==> config.mk <==
export PLATFORM = sky130hd
export DESIGN_NAME = uart_rx
export DESIGN_NICKNAME = d
export VERILOG_FILES = /design/src/rtl/uart_rx.sv
export SDC_FILE = /design/constraint.sdc
export NUM_CORES = 1
export LEC_CHECK = 0
export ABC_AREA = 1
export CORE_UTILIZATION = 55
export DETAILED_ROUTE_END_ITERATION = 10
export GPL_ROUTABILITY_DRIVEN = 0
export PLACE_DENSITY = 0.86
export SLEW_MARGIN = 10
export SYNTH_ARGS = -nofsm -noshare
export SYNTH_HDL_FRONTEND = slang
export SYNTH_SLANG_ARGS = --single-unit
==> constraint.sdc <==
create_clock -name clk -period 2.1 [get_ports clk]
set_clock_uncertainty 0.1 [all_clocks]
set_input_delay 0.21 -clock clk [delete_from_list [all_inputs] [get_ports clk]]
set_output_delay 0.21 -clock clk [all_outputs]
set_load 0.02 [all_outputs]
==> src/rtl/uart_rx.sv <==
// 8N1 UART receiver: two-flop synchronised line, mid-bit sampling, framing-error detection
// and a BREAK state that waits for the line to return high before accepting a new start.
module uart_rx #(
  parameter int CLKS_PER_BIT = 16
) (
  input  logic       clk,
  input  logic       rst,
  input  logic       rx_in,
  output logic [7:0] data_out,
  output logic       data_valid,
  output logic       frame_err,
  output logic       busy,
  output logic [3:0] bit_count
);

  localparam int CNT_W = (CLKS_PER_BIT > 2) ? $clog2(CLKS_PER_BIT) : 1;
  localparam logic [CNT_W-1:0] HALF_M1 = CNT_W'(CLKS_PER_BIT / 2 - 1);
  localparam logic [CNT_W-1:0] FULL_M1 = CNT_W'(CLKS_PER_BIT - 1);

  typedef enum logic [2:0] {
    IDLE,
    START,
    DATA,
    STOP,
    BREAK
  } state_e;

  state_e           state_q;
  logic [CNT_W-1:0] cnt_q;
  logic [3:0]       bitCount_q;
  logic [7:0]       shiftReg_q;
  logic [7:0]       dataOut_q;
  logic             dataValid_q;
  logic             frameErr_q;
  logic             rxMeta_q;
  logic             rxSync_q;

  // Synchroniser resets to the idle-high line level so reset never looks like a start edge.
  always_ff @(posedge clk) begin
    if (rst) begin
      rxMeta_q <= 1'b1;
      rxSync_q <= 1'b1;
    end else begin
      rxMeta_q <= rx_in;
      rxSync_q <= rxMeta_q;
    end
  end

  always_ff @(posedge clk) begin
    if (rst) begin
      state_q     <= IDLE;
      cnt_q       <= '0;
      bitCount_q  <= '0;
      shiftReg_q  <= '0;
      dataOut_q   <= '0;
      dataValid_q <= 1'b0;
      frameErr_q  <= 1'b0;
    end else begin
      dataValid_q <= 1'b0;
      frameErr_q  <= 1'b0;
      case (state_q)
        IDLE: begin
          cnt_q      <= '0;
          bitCount_q <= '0;
          if (!rxSync_q) state_q <= START;
        end
        // Re-check the line half a bit in; a high line here means the edge was a glitch.
        START: begin
          if (cnt_q == HALF_M1) begin
            cnt_q   <= '0;
            state_q <= rxSync_q ? IDLE : DATA;
          end else begin
            cnt_q <= cnt_q + 1'b1;
          end
        end
        DATA: begin
          if (cnt_q == FULL_M1) begin
            cnt_q      <= '0;
            shiftReg_q <= {rxSync_q, shiftReg_q[7:1]};
            bitCount_q <= bitCount_q + 4'd1;
            if (bitCount_q == 4'd7) state_q <= STOP;
          end else begin
            cnt_q <= cnt_q + 1'b1;
          end
        end
        STOP: begin
          if (cnt_q == FULL_M1) begin
            cnt_q <= '0;
            if (rxSync_q) begin
              dataOut_q   <= shiftReg_q;
              dataValid_q <= 1'b1;
              state_q     <= IDLE;
            end else begin
              frameErr_q <= 1'b1;
              state_q    <= BREAK;
            end
          end else begin
            cnt_q <= cnt_q + 1'b1;
          end
        end
        BREAK: begin
          cnt_q <= '0;
          if (rxSync_q) state_q <= IDLE;
        end
        default: state_q <= IDLE;
      endcase
    end
  end

  assign data_out   = dataOut_q;
  assign data_valid = dataValid_q;
  assign frame_err  = frameErr_q;
  assign busy       = (state_q != IDLE);
  assign bit_count  = bitCount_q;

endmodule

# After elaboration in Yosys (flattened, before gate mapping)
# Cells that the tools add are included.
# totals
regBits,31
inputBits,3
word_cells,53
# op_classes
eq_ne,13
n_mux,16
n_reduce_logical,11
bitwise_logic,2
add_sub_neg,2
# op_table
operator,count
two-way mux 3 bit,7
case mux 3 bit (5 select lines),1
two-way mux 4 bit,3
inequality test 2 bit (second input constant),6
case mux 4 bit (3 select lines),1
adder 4 x 1 -> 4 bit (second input constant),2
equality test 4 x 3 -> 1 bit (second input constant),2
case mux 4 bit (2 select lines),1
equality test 3 x 2 -> 1 bit (second input constant),2
AND reduction 6 bit,1
nonzero test 3 bit,2
equality test 4 bit (second input constant),1
AND reduction 2 bit,2
OR reduction 2 bit,2
equality test 3 x 1 -> 1 bit (second input constant),1
equality test 3 bit (second input constant),1
logical NOT 3 bit,1
AND reduction 3 bit,1
OR reduction 3 bit,1
two-way mux 1 bit,2
two-way mux 2 bit,1
inverter 1 bit,2
nonzero test 2 bit,1

# Logic depth before layout (Yosys ltp)
# Gate-level depths: netlist (run 1).
# depth
depth_word,4
depth_mapped,9
mapped_depth_nobuf,9

# Worst setup path before layout (run 1)
# No wires, ideal clock.
# synth_path
path_type,register to register
startpoint,"register bitCount_q[0], in the netlist bit_count[0]"
endpoint,register state_q[0]
path_slack_ps,645
path_stages_with_launch,9
t_arrival_ps,1242
required_time_ps,1887
path_cell_list,dfxtp_1 > ha_1 > nand2_1 > nor2_1 > nor2_1 > nor2_2 > nand3_1 > nand2_1 > nor2_1
# synth_between
elab_chain_cells,3
# synth_rtl
item,line,rtl
"start, declared",30,logic [3:0] bitCount_q;
"start signal, assigned",80,bitCount_q <= bitCount_q + 4'd1;
equality test 4 x 3 -> 1 bit,81,if (bitCount_q == 4'd7) state_q <= STOP;
inequality test 2 bit (no source line),n/a,
AND reduction 6 bit (no source line),n/a,
"end signal, assigned",71,state_q <= rxSync_q ? IDLE : DATA;
"end, declared",28,state_e state_q;
# No other way between the ends.
# A chain may end at the register's enable or synchronous reset.

# Worst setup path after layout (run 1)
# layout_path
startpoint,register state_q[1]
endpoint,output busy
# layout_between
elab_chain_cells,1
# layout_rtl
item,line,rtl
nonzero test 3 bit,113,assign busy = (state_q != IDLE);
"end, declared",12,"output logic busy,"
# No other way between the ends.

==> results.toml, run 1 <==
[routing]
detailroute.via_count = 1240
drt-initial-drc-count = 38
drt_pre_antenna_iters = 4
detail-route-antenna-nets = 0
drt_wirelength_mm = 2.72
route.detailed.vias_per_inst = 5.37
wl_per_cell_um = 11.8
route.detailed.drc = 0

[die]
rows = 17
floorplan.core_area_um2 = 2280
initial_cell_density_of_the_core = 0.598
die_width_um = 51.7
dieArea_um2 = 2680
io_pins = 18
die_span_in_y_um = 51.7

[clock_network]
clock_latency_ns = 0.34
clk_transition_reported_paths_ns = 0.09
cts.hold.buffers_added = 0
cts_buffer_depth = 2
post_cts.resized_instances = 0
clock-root-buffer = "sky130_fd_sc_hd__clkbuf_4"
clkSinkCount = 31
numCtsBuffers = 5
tritoncts = "done"
cts_setup_buffers = 0
cts.htree.levels = 2

[sta]
total_negative_slack_ns = 0
tightest_slew_ns = 0.570
final_hold_violation_count = 0
timing_max_transition_violations_final = 0
worst_slew_margin_rel = 0.619
fin_crit_sh = 0.949
period_needed_ns = 1.99
setup_repair_after_global_routing_missed_its_margin = "no"
max_freq_mhz = 502
setup_viol = 0

[worst_setup_path]
ff2ff_path_depth = 6
end_point_of_the_critical_path = "busy"
worstReg2RegStart = "cnt_q[1]"
timing.critical_path.cells = "nor2_2 -> nand2_1 -> clkdlybuf4s50_1"
setup.worst_path.start_class = "register"
r2r_setup_slack_ns = 0.54
worstPathMaxFanout = 5
cp_num_cells = 3
crit_path_end_kind = "output pin"
cp.required_ns = 1.79
critical_path_s_slowest_cell = "sky130_fd_sc_hd__clkdlybuf4s50_1"
crit-reg2reg-capture = "data_out[3]"
worstPathArrival_ns = 1.68
path_type_of_the_worst_setup_path = "reg2out"
crit_family = "buffers and inverters"
timing.critical_path.slowest_cell_delay_ns = 0.63
worst_setup_path_startpoint = "state_q[1]"
critical_path.n_buffers_inverters = 1

[synthesis]
synth_async_sr_flop_share = 0
synth_top_cell_by_area = "sky130_fd_sc_hd__dfxtp_1"
post_synth.cell_area_avg_um2 = 7.56
post-synth-top-count-cell = "sky130_fd_sc_hd__nor2_1"
synth-edff-count = 0
netlist_top_cells_count = "sky130_fd_sc_hd__nor2_1, sky130_fd_sc_hd__dfxtp_1, sky130_fd_sc_hd__o21ai_0, sky130_fd_sc_hd__nand2_1, sky130_fd_sc_hd__nand3_1"
post_synth_num_cell_types = 26
ys_top_cells_by_area = "sky130_fd_sc_hd__dfxtp_1, sky130_fd_sc_hd__nor2_1, sky130_fd_sc_hd__o21ai_0"
yosysWarningCount = 0
yosys.area.top_type_share = 0.456
synthesis.nets = 185
synth-seq-area-share = 0.456
ys_seq_elements = 31
ys.flop_type = "sky130_fd_sc_hd__dfxtp_1"
post_synth_inst_count = 180
mappedNetlistArea_um2 = 1360

[place]
port_buffers = 17
dp.final_hpwl_mm = 1.98

[finish]
fin_util = 0.720
drive_above_1_share = 0.158
layout.nets = 207
antennaDiodeCount = 0
areaGrowthSynthToFinish_pct = 20.5

[pwr]
vdd_drop_max_uv = 891
powerDensity_nw_per_um2 = 956
p_leak_nw = 0.660

[hold_path]
hold-path-cell-count = 2
worst_hold_path_type = "in2reg"

[global_route]
antenna_found_initial = 0
globalRoute.totalOverflow = 0
first_global_vias = 1109
grt_max_degree = 23
grt_pass1_wl_mm = 4.83
grt.total_usage = 0.252

[run]
maxCapViolations = 0

[run_status]
run_status = "finished clean"
-- worst min-delay path by stage --
stage	from	slack (ns)	to
6_report	rx_in	0.34	rxMeta_q
5_1_grt	rxMeta_q	0.35	rxSync_q
4_1_cts	rx_in	0.34	rxMeta_q
3_5_place_dp	rxMeta_q	0.29	rxSync_q
3_3_place_gp	rxMeta_q	0.29	rxSync_q
2_1_floorplan	rx_in	0.21	rxMeta_q
-- cell usage in the layout (no fill, tap or decap) --
| cell type | count |
|---|---|
| sky130_fd_sc_hd__a21oi_1 | 7 |
| sky130_fd_sc_hd__a21oi_2 | 2 |
| sky130_fd_sc_hd__buf_4 | 2 |
| sky130_fd_sc_hd__bufinv_16 | 1 |
| sky130_fd_sc_hd__clkbuf_4 | 5 |
| sky130_fd_sc_hd__clkdlybuf4s50_1 | 17 |
| sky130_fd_sc_hd__clkinv_2 | 2 |
| sky130_fd_sc_hd__clkinv_4 | 1 |
| sky130_fd_sc_hd__dfxtp_1 | 30 |
| sky130_fd_sc_hd__dfxtp_2 | 1 |
| sky130_fd_sc_hd__ha_1 | 2 |
| sky130_fd_sc_hd__inv_1 | 9 |
| sky130_fd_sc_hd__inv_2 | 4 |
| sky130_fd_sc_hd__inv_4 | 1 |
| sky130_fd_sc_hd__nand2_1 | 17 |
| sky130_fd_sc_hd__nand2_2 | 1 |
| sky130_fd_sc_hd__nand2_4 | 3 |
| sky130_fd_sc_hd__nand3_1 | 11 |
| sky130_fd_sc_hd__nand4_1 | 2 |
| sky130_fd_sc_hd__nand4_4 | 1 |
| sky130_fd_sc_hd__nor2_1 | 51 |
| sky130_fd_sc_hd__nor2_2 | 3 |
| sky130_fd_sc_hd__nor2_4 | 2 |
| sky130_fd_sc_hd__nor3_1 | 1 |
| sky130_fd_sc_hd__nor4_1 | 1 |
| sky130_fd_sc_hd__o211ai_1 | 2 |
| sky130_fd_sc_hd__o21ai_0 | 21 |
| sky130_fd_sc_hd__o21ai_2 | 1 |
| sky130_fd_sc_hd__or2_2 | 2 |
-- final cells by class --
cell class,count,area (um^2)
Fill cell,187,637
Inverter,15,60.1
Multi-Input combinational cell,130,656
Timing Repair Buffer,19,185
Sequential cell,31,622
Tap cell,28,35.0
Clock buffer,5,37.5
Clock inverter,3,43.8
-- through the flow --
step / power (mW) / hold slack [ns] / instance area [um^2] / setup WS, ns / std cells
floorplan: 1.00 / 0.214 / 1360 / 0.645 / 180
CTS: 1.58 / 0.338 / 1640 / 0.0583 / 231
global route: 1.67 / 0.354 / 1640 / 0.0171 / 231
finish: 1.57 / 0.343 / 1640 / 0.107 / 231
detailed placement: 1.11 / 0.294 / 1560 / 0.452 / 223
global placement: 1.09 / 0.292 / 1560 / 0.479 / 223
-- flip-flops by register name, summed over array words and instances, names as in the netlist --
signal and cells:
rxMeta_q 1, shiftReg_q 8, state_q 3, data_valid 1, frame_err 1, rxSync_q 1
cnt_q 4, bit_count 4, data_out 8
-- report_power, final --
part	total [mW]	leakage, nW	switching (mW)	internal [mW]
Clock	0.464	0.0452	0.214	0.250
Combinational	0.452	0.363	0.292	0.160
Sequential	0.652	0.251	0.0333	0.619
-- cells by family (layout without fill, tap and decap cells) --
| family | after synthesis | count (layout) | share of synthesized area |
|---|---|---|---|
| simple gates | 95 | 95 | 0.330 |
| buf+inv | 19 | 42 | 0.0616 |
| compound gates | 33 | 33 | 0.133 |
| fa+ha+maj | 2 | 2 | 0.0184 |
| flops | 31 | 31 | 0.456 |
-- routing by layer --
layer | share of wire | vias to the layer above | GRT usage
met5 | 0 | - | 0
met4 | 0.018 | 0 | 0.122
met3 | 0.047 | 4 | 0.0702
met2 | 0.49 | 37 | 0.403
met1 | 0.45 | 567 | 0.310
li1 | - | 632 | -
No activity file was read; power rests on OpenSTA's default activity.
==> inputs of run 2 (changes only) <==
- CTS_BUF_LIST: default -> sky130_fd_sc_hd__clkbuf_8
==> run 2 against run 1 <==
Net effect:
- global-route usage is 0.56 points higher
- setup slack better by 0.028 ns
- fmax is 1.4% higher
- sequential power barely moved
- design area up 1.8%
- wire length rose by 2.8%
- critical path type unchanged
- largest power group unchanged
==> results.toml, run 2 (synthesis gave the netlist of run 1 again) <==
[die]
dieArea_um2 = 2680
rows = 17
io_pins = 18
die_span_in_y_um = 51.7
die_width_um = 51.7
floorplan.core_area_um2 = 2280
initial_cell_density_of_the_core = 0.598

[clock_network]
cts_buffer_depth = 2
tritoncts = "done"
numCtsBuffers = 5
cts.htree.levels = 2
post_cts.resized_instances = 0
clock_latency_ns = 0.27
clock-root-buffer = "sky130_fd_sc_hd__clkbuf_8"
cts_setup_buffers = 0
cts.hold.buffers_added = 0
clkSinkCount = 31
clk_transition_reported_paths_ns = 0.07

[run_status]
run_status = "finished clean"

[finish]
antennaDiodeCount = 0
most_frequent_cells_in_the_layout = "sky130_fd_sc_hd__nor2_1, sky130_fd_sc_hd__dfxtp_1, sky130_fd_sc_hd__o21ai_0"
most_frequent_standard_cell_in_the_layout_excluding_fill_and_tap_cells = "sky130_fd_sc_hd__nor2_1"
drive_above_1_share = 0.153
layout.nets = 207
fillCellCount = 183
fin_util = 0.733
areaGrowthSynthToFinish_pct = 22.7

[worst_setup_path]
worst_setup_path_startpoint = "state_q[2]"
crit-reg2reg-capture = "data_out[3]"
r2r_setup_slack_ns = 0.54
critical_path_s_slowest_cell = "sky130_fd_sc_hd__clkdlybuf4s50_1"
end_point_of_the_critical_path = "busy"
timing.critical_path.slowest_cell_delay_ns = 0.63
worstPathArrival_ns = 1.65
cp.required_ns = 1.79
ff2ff_path_depth = 6
path_type_of_the_worst_setup_path = "reg2out"
worstPathMaxFanout = 6
setup.worst_path.start_class = "register"
crit_path_end_kind = "output pin"
worstReg2RegStart = "cnt_q[1]"
timing.critical_path.cells = "inv_2 -> nand2_1 -> clkdlybuf4s50_1"

[global_route]
grt_use_met3 = 0.0526
grt_pass1_wl_mm = 5.02
globalRoute.totalOverflow = 0
antenna_found_initial = 0
global_route.peak_usage_layer = "met2"
met2_usage = 0.422
grtUsageMet1 = 0.321
grt.total_usage = 0.257
grt_max_degree = 23
first_global_vias = 1131

[place]
port_buffers = 17
dp_worst_setup_slack_ns = 0.452
dp.final_hpwl_mm = 1.98

[routing]
drt_pre_antenna_iters = 4
detailroute.via_count = 1239
detail-route-antenna-nets = 0
drt_wirelength_mm = 2.80
wl_per_cell_um = 12.1
drt-initial-drc-count = 33
route.detailed.drc = 0
route.detailed.vias_per_inst = 5.36

[sta]
final_hold_violation_count = 0
worst_slew_margin_rel = 0.614
fin_worst_hold_slack_ns = 0.311
fin_crit_sh = 0.936
postLayoutSetupSlackWorst_ns = 0.135
setup_repair_after_global_routing_missed_its_margin = "no"
setup_viol = 0
total_negative_slack_ns = 0
period_needed_ns = 1.96
timing_max_transition_violations_final = 0
tightest_slew_ns = 0.579
max_freq_mhz = 509

[pwr]
powerDensity_nw_per_um2 = 1010
vdd_drop_max_uv = 881
finalPower_mw = 1.68
p_leak_nw = 0.672

[run]
maxCapViolations = 0

[hold_path]
worst_hold_path_type = "reg2reg"
==> run 2: worst min path at each step <==
stage	cells after the start	from	end
final	1	rxMeta_q	rxSync_q
after global routing	1	rxMeta_q	rxSync_q
after CTS	1	rxMeta_q	rxSync_q
after detailed placement	1	rxMeta_q	rxSync_q
after global placement	1	rxMeta_q	rxSync_q
after floorplan	1	rx_in	rxMeta_q
==> run 2: final cells by class <==
class                      instances  area [um^2]  share of cell area
clock buffer                       5         68.8              0.0412
clock inverter                     3         43.8              0.0262
inverter                          15         60.1              0.0360
multi-input combinational        130          656               0.393
sequential                        31          621               0.372
tap                               28         35.0              0.0210
timing repair buffer              19          185               0.111
==> run 2: metal layers <==
metal  part of all wire  routed length (um)  vias to the layer above
li1                   -                   -                      630
met1               0.45                1270                      576
met2               0.49                1370                       31
met3              0.046                 129                        2
met4              0.011                  31                        0
met5                  0                   0                        -
==> run 2: critical path: cells and delay by family (launching register included) <==
kind	cells	cell delay (ns)
buffers and inverters	2	0.74
AND/OR/NAND/NOR	1	0.16
flip-flops	1	0.48
==> run 2: stage by stage <==
stage	std cells	cell area, um^2
after global routing	231	1670
after global placement	223	1560
after CTS	231	1670
final	231	1670
after floorplan	180	1360
after detailed placement	223	1560
==> run 2: report_power, final <==
| part | internal (mW) | switching (mW) |
|---|---|---|
| sequential | 0.619 | 0.0335 |
| clock | 0.353 | 0.222 |
| combinational | 0.160 | 0.293 |
| total | 1.13 | 0.548 |
==> inputs of run 3 (changes only) <==
- CAP_MARGIN: default -> 20
==> results of run 3 <==
Final layout, timing and power as in run 2 (identical DEF).
